### config.mk
export PLATFORM = sky130hd
export DESIGN_NAME = moving_average_mc
export DESIGN_NICKNAME = d
export VERILOG_FILES = /design/src/rtl/mavg_pkg.sv /design/src/rtl/mavg_history_ram.sv /design/src/rtl/moving_average_mc.sv
export SDC_FILE = /design/constraint.sdc
export NUM_CORES = 1
export LEC_CHECK = 0
export ABC_AREA = 1
export CAP_MARGIN = 20
export CELL_PAD_IN_SITES_DETAIL_PLACEMENT = 1
export CELL_PAD_IN_SITES_GLOBAL_PLACEMENT = 1
export CORE_AREA = 2 2 238 240
export DETAILED_ROUTE_END_ITERATION = 16
export DIE_AREA = 0 0 240 242
export PLACE_DENSITY_LB_ADDON = 0.3
export SETUP_SLACK_MARGIN = 0.1
export SYNTH_ARGS = -nofsm -noshare
export SYNTH_HDL_FRONTEND = slang
export SYNTH_SLANG_ARGS = --single-unit
### constraint.sdc
create_clock -name CLK -period 3.8 [get_ports CLK]
set_clock_uncertainty 0.2 [all_clocks]
set_input_delay 0.76 -clock CLK [delete_from_list [all_inputs] [get_ports CLK]]
set_output_delay 0.76 -clock CLK [all_outputs]
set_load 0.05 [all_outputs]
### src/rtl/mavg_pkg.sv
// rtl/mavg_pkg.sv - shared widths and sequencer phase constants for the moving averager
package mavg_pkg;

    // Phases within a channel slot at which the datapath acts
    localparam int PH_CAPTURE = 1;
    localparam int PH_UPDATE  = 2;
    localparam int PH_EMIT    = 3;

    // Running-sum width: a full window of full-scale samples plus one spare bit
    function automatic int sum_w(input int data_w, input int log2_win);
        return data_w + log2_win + 1;
    endfunction

    // Channel index width, never narrower than one bit
    function automatic int ch_w(input int channels);
        return (channels > 1) ? $clog2(channels) : 1;
    endfunction

endpackage

### src/rtl/mavg_history_ram.sv
// rtl/mavg_history_ram.sv - per-channel sample history, one read and one write port, self-clearing
module mavg_history_ram #(
    parameter int DATA_W     = 8,
    parameter int BANKS      = 2,
    parameter int DEPTH_LOG2 = 4,
    parameter int BANK_W     = 1
) (
    input  logic                         clk_i,
    input  logic                         rst_i,
    input  logic                         clr_i,
    input  logic [BANK_W+DEPTH_LOG2-1:0] raddr_i,
    output logic [DATA_W-1:0]            rdata_o,
    input  logic                         we_i,
    input  logic [BANK_W+DEPTH_LOG2-1:0] waddr_i,
    input  logic [DATA_W-1:0]            wdata_i
);
    localparam int DEPTH = 1 << DEPTH_LOG2;
    localparam logic [DEPTH_LOG2-1:0] PTR_LAST = '1;

    logic [DATA_W-1:0]     mem_q [BANKS*DEPTH];
    logic [DATA_W-1:0]     rdata_q;
    logic [DEPTH_LOG2-1:0] clr_ptr_q;
    logic                  clr_busy_q;

    // Clear pointer: restarts on reset or clr_i, then walks every row once
    always_ff @(posedge clk_i or posedge rst_i) begin
        if (rst_i) begin
            clr_busy_q <= 1'b1;
            clr_ptr_q  <= '0;
        end else if (clr_i) begin
            clr_busy_q <= 1'b1;
            clr_ptr_q  <= '0;
        end else if (clr_busy_q) begin
            clr_ptr_q <= clr_ptr_q + 1'b1;
            if (clr_ptr_q == PTR_LAST) begin
                clr_busy_q <= 1'b0;
            end
        end
    end

    // Storage: zero one row in every bank per cycle, sequencer write takes priority; registered read
    always_ff @(posedge clk_i) begin
        if (clr_busy_q) begin
            for (int b = 0; b < BANKS; b++) begin
                mem_q[{BANK_W'(b), clr_ptr_q}] <= '0;
            end
        end
        if (we_i) begin
            mem_q[waddr_i] <= wdata_i;
        end
        rdata_q <= mem_q[raddr_i];
    end

    assign rdata_o = rdata_q;

endmodule

### src/rtl/moving_average_mc.sv
// rtl/moving_average_mc.sv - multi-channel boxcar averager with ADC slot sequencer
module moving_average_mc
    import mavg_pkg::*;
#(
    parameter int DATA_W        = 8,
    parameter int CHANNELS      = 2,
    parameter int LOG2_WIN      = 4,
    parameter int SLOT_CYCLES   = 4,
    parameter int GLITCH_CYCLES = 2,
    parameter int ROUND         = 0
) (
    input  logic                       CLK,
    input  logic                       RST,
    input  logic                       ENA,
    input  logic [CHANNELS*DATA_W-1:0] INPUT_ADC,
    output logic [CHANNELS-1:0]        CLK_ADC,
    output logic [DATA_W-1:0]          AVG_OUT,
    output logic [ch_w(CHANNELS)-1:0]  AVG_CH,
    output logic                       AVG_VALID,
    output logic [CHANNELS-1:0]        WINDOW_FULL,
    output logic [31:0]                SAMPLES_TAKEN
);
    localparam int SUM_W = sum_w(DATA_W, LOG2_WIN);
    localparam int CH_W  = ch_w(CHANNELS);
    localparam int PH_W  = $clog2(SLOT_CYCLES);
    localparam int GD_W  = (GLITCH_CYCLES > 0) ? $clog2(GLITCH_CYCLES + 1) : 1;
    localparam int WIN   = 1 << LOG2_WIN;
    localparam int AW    = CH_W + LOG2_WIN;

    localparam logic [PH_W-1:0]   PH_LAST   = PH_W'(SLOT_CYCLES - 1);
    localparam logic [PH_W-1:0]   PH_HALF   = PH_W'(SLOT_CYCLES / 2);
    localparam logic [PH_W-1:0]   PH_CAP    = PH_W'(PH_CAPTURE);
    localparam logic [PH_W-1:0]   PH_UPD    = PH_W'(PH_UPDATE);
    localparam logic [PH_W-1:0]   PH_EMT    = PH_W'(PH_EMIT);
    localparam logic [CH_W-1:0]   SLOT_LAST = CH_W'(CHANNELS - 1);
    localparam logic [GD_W-1:0]   GD_MAX    = GD_W'(GLITCH_CYCLES);
    localparam logic [LOG2_WIN:0] CNT_FULL  = (LOG2_WIN+1)'(WIN);
    localparam logic [SUM_W:0]    RND_ADD   = (SUM_W+1)'((ROUND != 0) ? WIN / 2 : 0);
    localparam logic [SUM_W:0]    OUT_MAX   = (SUM_W+1)'((1 << DATA_W) - 1);

    logic [GD_W-1:0]     guard_q, guard_d;
    logic [PH_W-1:0]     ph_q, ph_d;
    logic [CH_W-1:0]     slot_q, slot_d;
    logic [CHANNELS-1:0] clk_adc_q, clk_adc_d;
    logic [SUM_W-1:0]    sum_q  [CHANNELS];
    logic [LOG2_WIN-1:0] wptr_q [CHANNELS];
    logic [LOG2_WIN:0]   cnt_q  [CHANNELS];
    logic [DATA_W-1:0]   s_q, avg_q, avg_d;
    logic [CH_W-1:0]     avg_ch_q;
    logic                valid_q;
    logic [31:0]         samples_q;

    logic                run;
    logic [DATA_W-1:0]   adc [CHANNELS];
    logic [AW-1:0]       hist_addr;
    logic                hist_we;
    logic [DATA_W-1:0]   hist_rdata, oldest;
    logic [SUM_W:0]      rounded, shifted;

    assign run       = ENA && (guard_q == GD_MAX);
    assign hist_addr = {slot_q, wptr_q[slot_q]};
    assign hist_we   = run && (ph_q == PH_UPD);
    // Until a channel has a full window its oldest slot is logically zero, even mid-clear
    assign oldest    = (cnt_q[slot_q] == CNT_FULL) ? hist_rdata : '0;

    mavg_history_ram #(
        .DATA_W     (DATA_W),
        .BANKS      (CHANNELS),
        .DEPTH_LOG2 (LOG2_WIN),
        .BANK_W     (CH_W)
    ) u_hist (
        .clk_i   (CLK),
        .rst_i   (RST),
        .clr_i   (!ENA),
        .raddr_i (hist_addr),
        .rdata_o (hist_rdata),
        .we_i    (hist_we),
        .waddr_i (hist_addr),
        .wdata_i (s_q)
    );

    // Split the packed ADC bus into per-channel samples
    always_comb begin
        for (int c = 0; c < CHANNELS; c++) begin
            adc[c] = INPUT_ADC[c*DATA_W +: DATA_W];
        end
    end

    // Divide the current slot's sum by the window, optionally rounding, then saturate
    always_comb begin
        rounded = {1'b0, sum_q[slot_q]} + RND_ADD;
        shifted = rounded >> LOG2_WIN;
        avg_d   = (shifted > OUT_MAX) ? '1 : shifted[DATA_W-1:0];
    end

    // Next guard/phase/slot and the ADC clock pattern for the coming cycle
    always_comb begin
        guard_d   = guard_q;
        ph_d      = ph_q;
        slot_d    = slot_q;
        clk_adc_d = '0;
        if (!ENA) begin
            guard_d = '0;
            ph_d    = '0;
            slot_d  = '0;
        end else if (!run) begin
            guard_d = guard_q + 1'b1;
        end else if (ph_q == PH_LAST) begin
            ph_d   = '0;
            slot_d = (slot_q == SLOT_LAST) ? '0 : slot_q + 1'b1;
        end else begin
            ph_d = ph_q + 1'b1;
        end
        if (ENA && (guard_d == GD_MAX) && (ph_d < PH_HALF)) begin
            clk_adc_d[slot_d] = 1'b1;
        end
    end

    // Sequencer state and registered ADC clocks
    always_ff @(posedge CLK or posedge RST) begin
        if (RST) begin
            guard_q   <= '0;
            ph_q      <= '0;
            slot_q    <= '0;
            clk_adc_q <= '0;
        end else begin
            guard_q   <= guard_d;
            ph_q      <= ph_d;
            slot_q    <= slot_d;
            clk_adc_q <= clk_adc_d;
        end
    end

    // Datapath: capture, running-sum update, averaged output with one-cycle strobe
    always_ff @(posedge CLK or posedge RST) begin
        if (RST) begin
            s_q       <= '0;
            avg_q     <= '0;
            avg_ch_q  <= '0;
            valid_q   <= 1'b0;
            samples_q <= '0;
            for (int c = 0; c < CHANNELS; c++) begin
                sum_q[c]  <= '0;
                wptr_q[c] <= '0;
                cnt_q[c]  <= '0;
            end
        end else begin
            valid_q <= 1'b0;
            if (!ENA) begin
                samples_q <= '0;
                for (int c = 0; c < CHANNELS; c++) begin
                    sum_q[c]  <= '0;
                    wptr_q[c] <= '0;
                    cnt_q[c]  <= '0;
                end
            end else if (run) begin
                if (ph_q == PH_CAP) begin
                    s_q <= adc[slot_q];
                end
                if (ph_q == PH_UPD) begin
                    sum_q[slot_q]  <= sum_q[slot_q] + SUM_W'(s_q) - SUM_W'(oldest);
                    wptr_q[slot_q] <= wptr_q[slot_q] + 1'b1;
                    if (cnt_q[slot_q] != CNT_FULL) begin
                        cnt_q[slot_q] <= cnt_q[slot_q] + 1'b1;
                    end
                    samples_q <= samples_q + 32'd1;
                end
                if (ph_q == PH_EMT) begin
                    avg_q    <= avg_d;
                    avg_ch_q <= slot_q;
                    valid_q  <= 1'b1;
                end
            end
        end
    end

    // A channel's window is full once its sample count has saturated
    always_comb begin
        for (int c = 0; c < CHANNELS; c++) begin
            WINDOW_FULL[c] = (cnt_q[c] == CNT_FULL);
        end
    end

    assign CLK_ADC       = clk_adc_q;
    assign AVG_OUT       = avg_q;
    assign AVG_CH        = avg_ch_q;
    assign AVG_VALID     = valid_q;
    assign SAMPLES_TAKEN = samples_q;

endmodule
==> results.md, run 1 <==
* Max-capacitance violation count at 0
* Post-Synthesis Cells at approximately 2.2k
* Rows at 87
* Detailed placement HPWL at just over 40 mm
* Yosys cell types at 44
* Slew Limit Fails at 0
* Netlist Area Pre-Place at approximately 19000 um^2
* Largest net degree at the start of global routing at roughly 130
* Area occupied by multi-input gates at around 7000 um^2
* Most frequent cells in the layout: nand2_1, nor2_1, inv_1
* Core Box Area at 55700 um^2
* Drt drc at 0
* Share of layout cells above drive strength 1 at 0.0809
* Seq. cell area at around 11000 um^2
* GRT Overall Usage at 0.214
* Rel. slew slack at 0.384
* Die Span Y at 242 um
* Final setup fails at 0
* Initial DRC count at between 900 and 1k
* Antenna cells at 0
* Hold Vio Cnt, Final at 0
* Reg2Reg Launch Point: slot_q
* Pwr Density at 535 nW/um^2
* Die X at between 200 and 250 um
* Vias per cell at about 5.1
* CP Class: flip-flop to flip-flop
* Final RePlAce weighted congestion at around 0.87
* Worst vdd ir at between 0.0003 and 0.0004 V
* First-pass GRT wire length at roughly 96 mm
* Clock root buffer: clkbuf_16
* Fin Setup TNS at 0 ns
* Die ar. at between 50000 and 60000 um^2
* Peak Freq at around 0.29 GHz
* FF+latch count, synth at between 300 and 400
* Starting Density at 0.344
* RR Endpoint: sum_q[8]
* Hold path cells at 2
* Critical path startpoint category: flip-flop
* Initial antenna violation count at 0
* Syn avg cell area at roughly 8.6 um^2
* Crit path DAT at about 3.8 ns
* RSZ-0062 raised after global routing: true
* R2R cell count at 19
* Fin crit period at around 3.5 ns
* Syn_nets at 2293
* Worst EP required at approximately 4.0 ns
* CTS sink cnt at 370
* Vias at around 16k
* Maximum fanout along the worst path at 6
* CTS H-tree lvls at 2
* Cts hold-fix bufs at 0
* DRT Wirelength at between 60 and 70 mm
* Vias in the first global route at approximately 17k
* Hold Path Class: flip-flop to flip-flop
* Worst hold endpoint: AVG_CH
* Routed Antenna Nets at 0
* Final Cycle Share at 0.922
* FILL cells at roughly 6.6k
* Worst hold start: AVG_CH
* GRT overflow at 0
* Worst-Margin Slew at just over 0.9 ns
* Lkg Pwr at approximately 0.0099 uW
* Number of synthesized flops with an enable pin at about 260
* Commonest non-fill, non-tap cell in the layout: nand2_1
* Top FF cell, synth: edfxtp_1
* Drt pass-1 iters at 5
* PortBufs at 64
* Drt wl/cell at 19.7 um
* Synth warn at 0
* Status: finished, final reports clean
* CTS tree: yes
* Register area share after synthesis at 0.548
* Clock slew at reported path FFs at 0.06 ns
* Nets@finish at ~2.4k
* R2R setup slack at between 0.2 and 0.3 ns
* Clk buf depth at 3
* Layout overhead on the synthesized area at 16.6%
* TritonCTS Buffers at 44
* Clock latency at the later pin of the worst-skew pair at 0.61 ns
* Asr flop ratio synth at 0.286
* # IOs at 65
* Worst setup EP type: flip-flop
* Util after Layout at 0.401
* Worst Setup SP: slot_q
[worst max-delay path, stage by stage (launching register included)]
cell     delay [ns]
dfrtp_2        0.41
inv_2          0.05
or2_2          0.27
o21a_1         0.13
inv_1          0.06
ha_1           0.13
nand3_1        0.09
nor2_2         0.12
inv_2          0.08
buf_4          0.15
nor2_1         0.13
fa_1           0.43
inv_1          0.07
ha_1           0.24
nand2_1        0.12
o21ai_0        0.24
inv_1          0.09
nand2_2        0.08
xor2_2         0.16
o21ai_0        0.09
[power breakdown]
part,leakage [uW],internal [uW],switching (uW),total (uW)
combinational,0.00534,761,2250,3020
clock,0.000727,2600,1830,4430
sequential,0.00383,4450,61.7,4510
[state kept, by name (all words and copies together) (netlist names), 2 cells and up]
| name | count |
|---|---|
| SAMPLES_TAKEN | 32 |
| u_hist.clr_ptr_q | 4 |
| u_hist.rdata_o | 8 |
| sum_q | 26 |
| wptr_q | 8 |
| guard_q | 2 |
| u_hist.mem_q | 256 |
| s_q | 8 |
| AVG_OUT | 8 |
| ph_q | 2 |
| CLK_ADC | 2 |
| cnt_q | 10 |
[cell type report]
class	count	share of cell area
clock buffer	56	0.0517
multi-input combinational	1441	0.317
clock inverter	26	0.0153
inverter	322	0.0544
tap	756	0.0423
timing repair buffer	122	0.0498
sequential	370	0.470
[metal layers]
metal	track usage	share of wire
met1	0.281	0.44
met2	0.365	0.49
met3	0.0251	0.039
met4	0.0687	0.030
met5	0	0
[cell families after synthesis]
logic type                 share of synthesized area
and+or+nand+nor                                0.281
buffers and inverters                         0.0878
DFF                                            0.548
AOI/OAI and AO/OA                             0.0487
adders and majority gates                     0.0292
xor gates and xnor gates                     0.00548
[per-stage QoR]
stage	total power (uW)	hold slack [ns]	instances	area, um^2	setup slack, ns
after floorplan	6390	0.242	2234	19200	0.266
after global placement	7480	0.257	3010	20800	0.237
after detailed placement	7520	0.267	3010	20800	0.127
after CTS	12000	0.284	3092	22300	0.104
after global routing	12500	0.307	3093	22400	0.0700
final	11900	0.278	3093	22400	0.295
[what timing repair did]
| action | in CTS | in global routing |
|---|---|---|
| setup buffers | 0 | 1 |
| setup endpoints to repair | 0 | 72 |
| resized for setup | 0 | 19 |
[how the worst max path moves through the flow]
stage	slack [ns]	end
global placement	0.24	sum_q[8]
CTS	0.10	sum_q[8]
floorplan	0.27	sum_q[20]
global route	0.07	sum_q[10]
finish	0.30	sum_q[8]
detailed placement	0.13	sum_q[8]
[cell usage after synthesis (25+ instances only)]
master	number	area [um^2]
a21oi_1	25	125
buf_2	44	220
clkbuf_1	41	154
dfrtp_1	105	2630
edfxtp_1	256	7690
ha_1	32	400
inv_1	310	1160
nand2_1	472	1770
nand3_1	259	1300
nand3b_1	70	526
nor2_1	360	1350
o21ai_0	66	330
Note: power is estimated with default switching activity, not from simulation.
==> run 2: changes to the inputs <==
--- a/config.mk
+++ b/config.mk
@@ -9,9 +9,9 @@
 export CAP_MARGIN = 20
 export CELL_PAD_IN_SITES_DETAIL_PLACEMENT = 1
 export CELL_PAD_IN_SITES_GLOBAL_PLACEMENT = 1
-export CORE_AREA = 2 2 238 240
+export CORE_AREA = 2 2 215 217
 export DETAILED_ROUTE_END_ITERATION = 16
-export DIE_AREA = 0 0 240 242
+export DIE_AREA = 0 0 217 219
 export PLACE_DENSITY_LB_ADDON = 0.3
 export SETUP_SLACK_MARGIN = 0.1
 export SYNTH_ARGS = -nofsm -noshare
==> run 2 against run 1 <==
Cell area fell by 2.0%; non-clock buffer count fell by 17; utilization rose by 8.5 points; setup slack got worse by 0.0040 ns; global-route usage rose by 3.7 points; die area fell by 18%; first-iteration DRC count fell by 3.6%; sequential power barely moved; routed wire length fell by 3.9%; highest routed layer unchanged.
==> results.md, run 2 (same netlist as run 1, synthesis figures left out) <==
* Vias at 15.6k (about the same)
* Total Power at 11500 uW (was 11900 uW)
* Hold Vio Cnt, Final at 0 (unchanged)
* Status: finished, final reports clean (unchanged)
* WL met3 at 2.96 mm (was 2.35 mm)
* Fin area at 21900 um^2 (was 22400 um^2)
* Largest net degree at the start of global routing at 148 (was 126)
* WL met1 at 24.4 mm (was 27.1 mm)
* # IOs at 65 (unchanged)
* Antenna cells at 0 (unchanged)
* Worst vdd ir at 0.000359 V (was 0.000371 V)
* Die X at 217 um (was 240 um)
* Max-capacitance violation count at 0 (unchanged)
* Vias per cell at 5.36 (was 5.06)
* Routed Antenna Nets at 0 (unchanged)
* Initial DRC count at 921 (was 955)
* Core Box Area at 45100 um^2 (was 55700 um^2)
* PortBufs at 64 (unchanged)
* Most frequent cells in the layout: nand2_1, nor2_1, inv_1 (unchanged)
* Clk buf depth at 3 (unchanged)
* Rows at 78 (was 87)
* Detailed placement HPWL at 39.0 mm (was 41.1 mm)
* CTS sink cnt at 370 (unchanged)
* Worst EP required at 4.01 ns (was 4.04 ns)
* Final worst slack at 0.291 ns (was 0.295 ns)
* Pwr Density at 523 nW/um^2 (was 535 nW/um^2)
* GRT overflow at 0 (unchanged)
* Clock root buffer: clkbuf_16 (unchanged)
* Critical path startpoint category: flip-flop (unchanged)
* CTS tree: yes (unchanged)
* CTS H-tree lvls at 2 (unchanged)
* First-pass GRT wire length at 92.0 mm (was 95.7 mm)
* Slew Limit Fails at 0 (unchanged)
* RSZ-0062 raised after global routing: true (unchanged)
* Cts hold-fix bufs at 0 (unchanged)
* Final RePlAce weighted congestion at 0.899 (was 0.867)
* TritonCTS Buffers at 43 (was 44)
* Nets@finish at 2342 (was 2360)
* Share of layout cells above drive strength 1 at 0.0700 (was 0.0809)
* Drt wl/cell at 20.1 um (was 19.7 um)
* Layout overhead on the synthesized area at 14.2% (was 16.6%)
* Initial antenna violation count at 0 (unchanged)
* Hold Path Class: flip-flop to flip-flop (unchanged)
* Postcts setup bufs at 0 (unchanged)
* Maximum fanout along the worst path at 8 (was 6)
* Clock latency at the later pin of the worst-skew pair at 0.56 ns (was 0.61 ns)
* Top sig layer: met4 (unchanged)
* Drt drc at 0 (unchanged)
* Reg2Reg Launch Point: cnt_q[1] (was slot_q)
* CP Class: flip-flop to flip-flop (unchanged)
* DRT Wirelength at 58.4 mm (was 60.8 mm)
* Cell Area, Placed at 20500 um^2 (was 20800 um^2)
* Final Cycle Share at 0.923 (was 0.922)
* Fin crit period at 3.51 ns (was 3.50 ns)
* GRT Overall Usage at 0.250 (was 0.214)
* Die ar. at 47500 um^2 (was 58100 um^2)
* Hold WS at 0.276 ns (was 0.278 ns)
* Lkg Pwr at 0.00977 uW (was 0.00989 uW)
* Crit path DAT at 3.71 ns (was 3.75 ns)
* Vias in the first global route at 16.4k (was 16.7k)
* Commonest non-fill, non-tap cell in the layout: nand2_1 (unchanged)
* Final setup fails at 0 (unchanged)
* Register bank with the most flops: u_hist.mem_q (unchanged)
* Worst hold start: AVG_CH (unchanged)
* Worst Setup SP: cnt_q[1] (was slot_q)
* Die Span Y at 219 um (was 242 um)
* Drt pass-1 iters at 5 (unchanged)
* Peak Freq at 0.285 GHz (about the same)
* Setup WS pre-CTS at 0.0583 ns (was 0.127 ns)
* Worst-Margin Slew at 0.907 ns (was 0.920 ns)
* Worst setup EP type: flip-flop (unchanged)
* Rel. slew slack at 0.393 (was 0.384)
* Clock slew at reported path FFs at 0.06 ns (about the same)
* Met2 WL post-DR at 29.0 mm (was 29.6 mm)
* Max reg flops at 256 (unchanged)
* Starting Density at 0.425 (was 0.344)
* Fin Setup TNS at 0 ns (unchanged)
## run 2: area by class of cell
| cell class | instances | area, um^2 |
|---|---|---|
| Fill cell | 5342 | 23200 |
| Sequential cell | 370 | 10500 |
| Multi-Input combinational cell | 1441 | 7060 |
| Inverter | 322 | 1210 |
| Clock buffer | 59 | 1180 |
| Timing Repair Buffer | 105 | 1030 |
| Tap cell | 600 | 751 |
| Clock inverter | 16 | 179 |
## run 2: final timing paths
kind | slack [ns] | depth (start not counted) | endpoint
worst max-delay path | 0.29 | 18 | sum_q[7]
worst min-delay path | 0.28 | 2 | AVG_CH
worst max register to register | 0.29 | 18 | sum_q[7]
worst min register to register | 0.28 | 2 | AVG_CH
max in group asynchronous | 2.20 | 3 | u_hist.clr_busy_q
min in group asynchronous | 0.51 | 2 | SAMPLES_TAKEN[19]
## run 2: critical path, cell delays in order (launching register included)
cell and delay, ns:
dfrtp_1 0.40, or2_2 0.31, o21a_1 0.14, inv_1 0.06
ha_1 0.13, nand3_1 0.08, nor2_2 0.16, inv_2 0.12
nor2_2 0.12, fa_1 0.43, inv_1 0.08, ha_2 0.31
a21oi_2 0.18, o21ai_0 0.10, buf_4 0.16, nand2_1 0.05
nand2_1 0.06, xor2_1 0.16, o21ai_0 0.10
## run 2: where the power goes
group | internal [uW] | switching [uW]
sequential | 4450 | 62.0
clock | 2370 | 1670
combinational | 739 | 2160
## run 2: per-stage QoR
step	utilization	instances
floorplan	-	2234
global placement	0.454	2836
detailed placement	0.454	2836
CTS	0.484	2911
global route	0.486	2913
finish	0.486	2913
## run 2: routing by layer
layer  up-vias  GRT usage
li1       7331          -
met3       106     0.0378
met1      7796      0.311
met4         0     0.0968
met2       381      0.439
met5         -          0
## run 2: timing repair
action	in CTS	in global routing
endpoints found under the hold margin	0	0
resized for setup	1	13
pin swaps	0	1
endpoints found under the setup margin	8	20
gates cloned	0	0
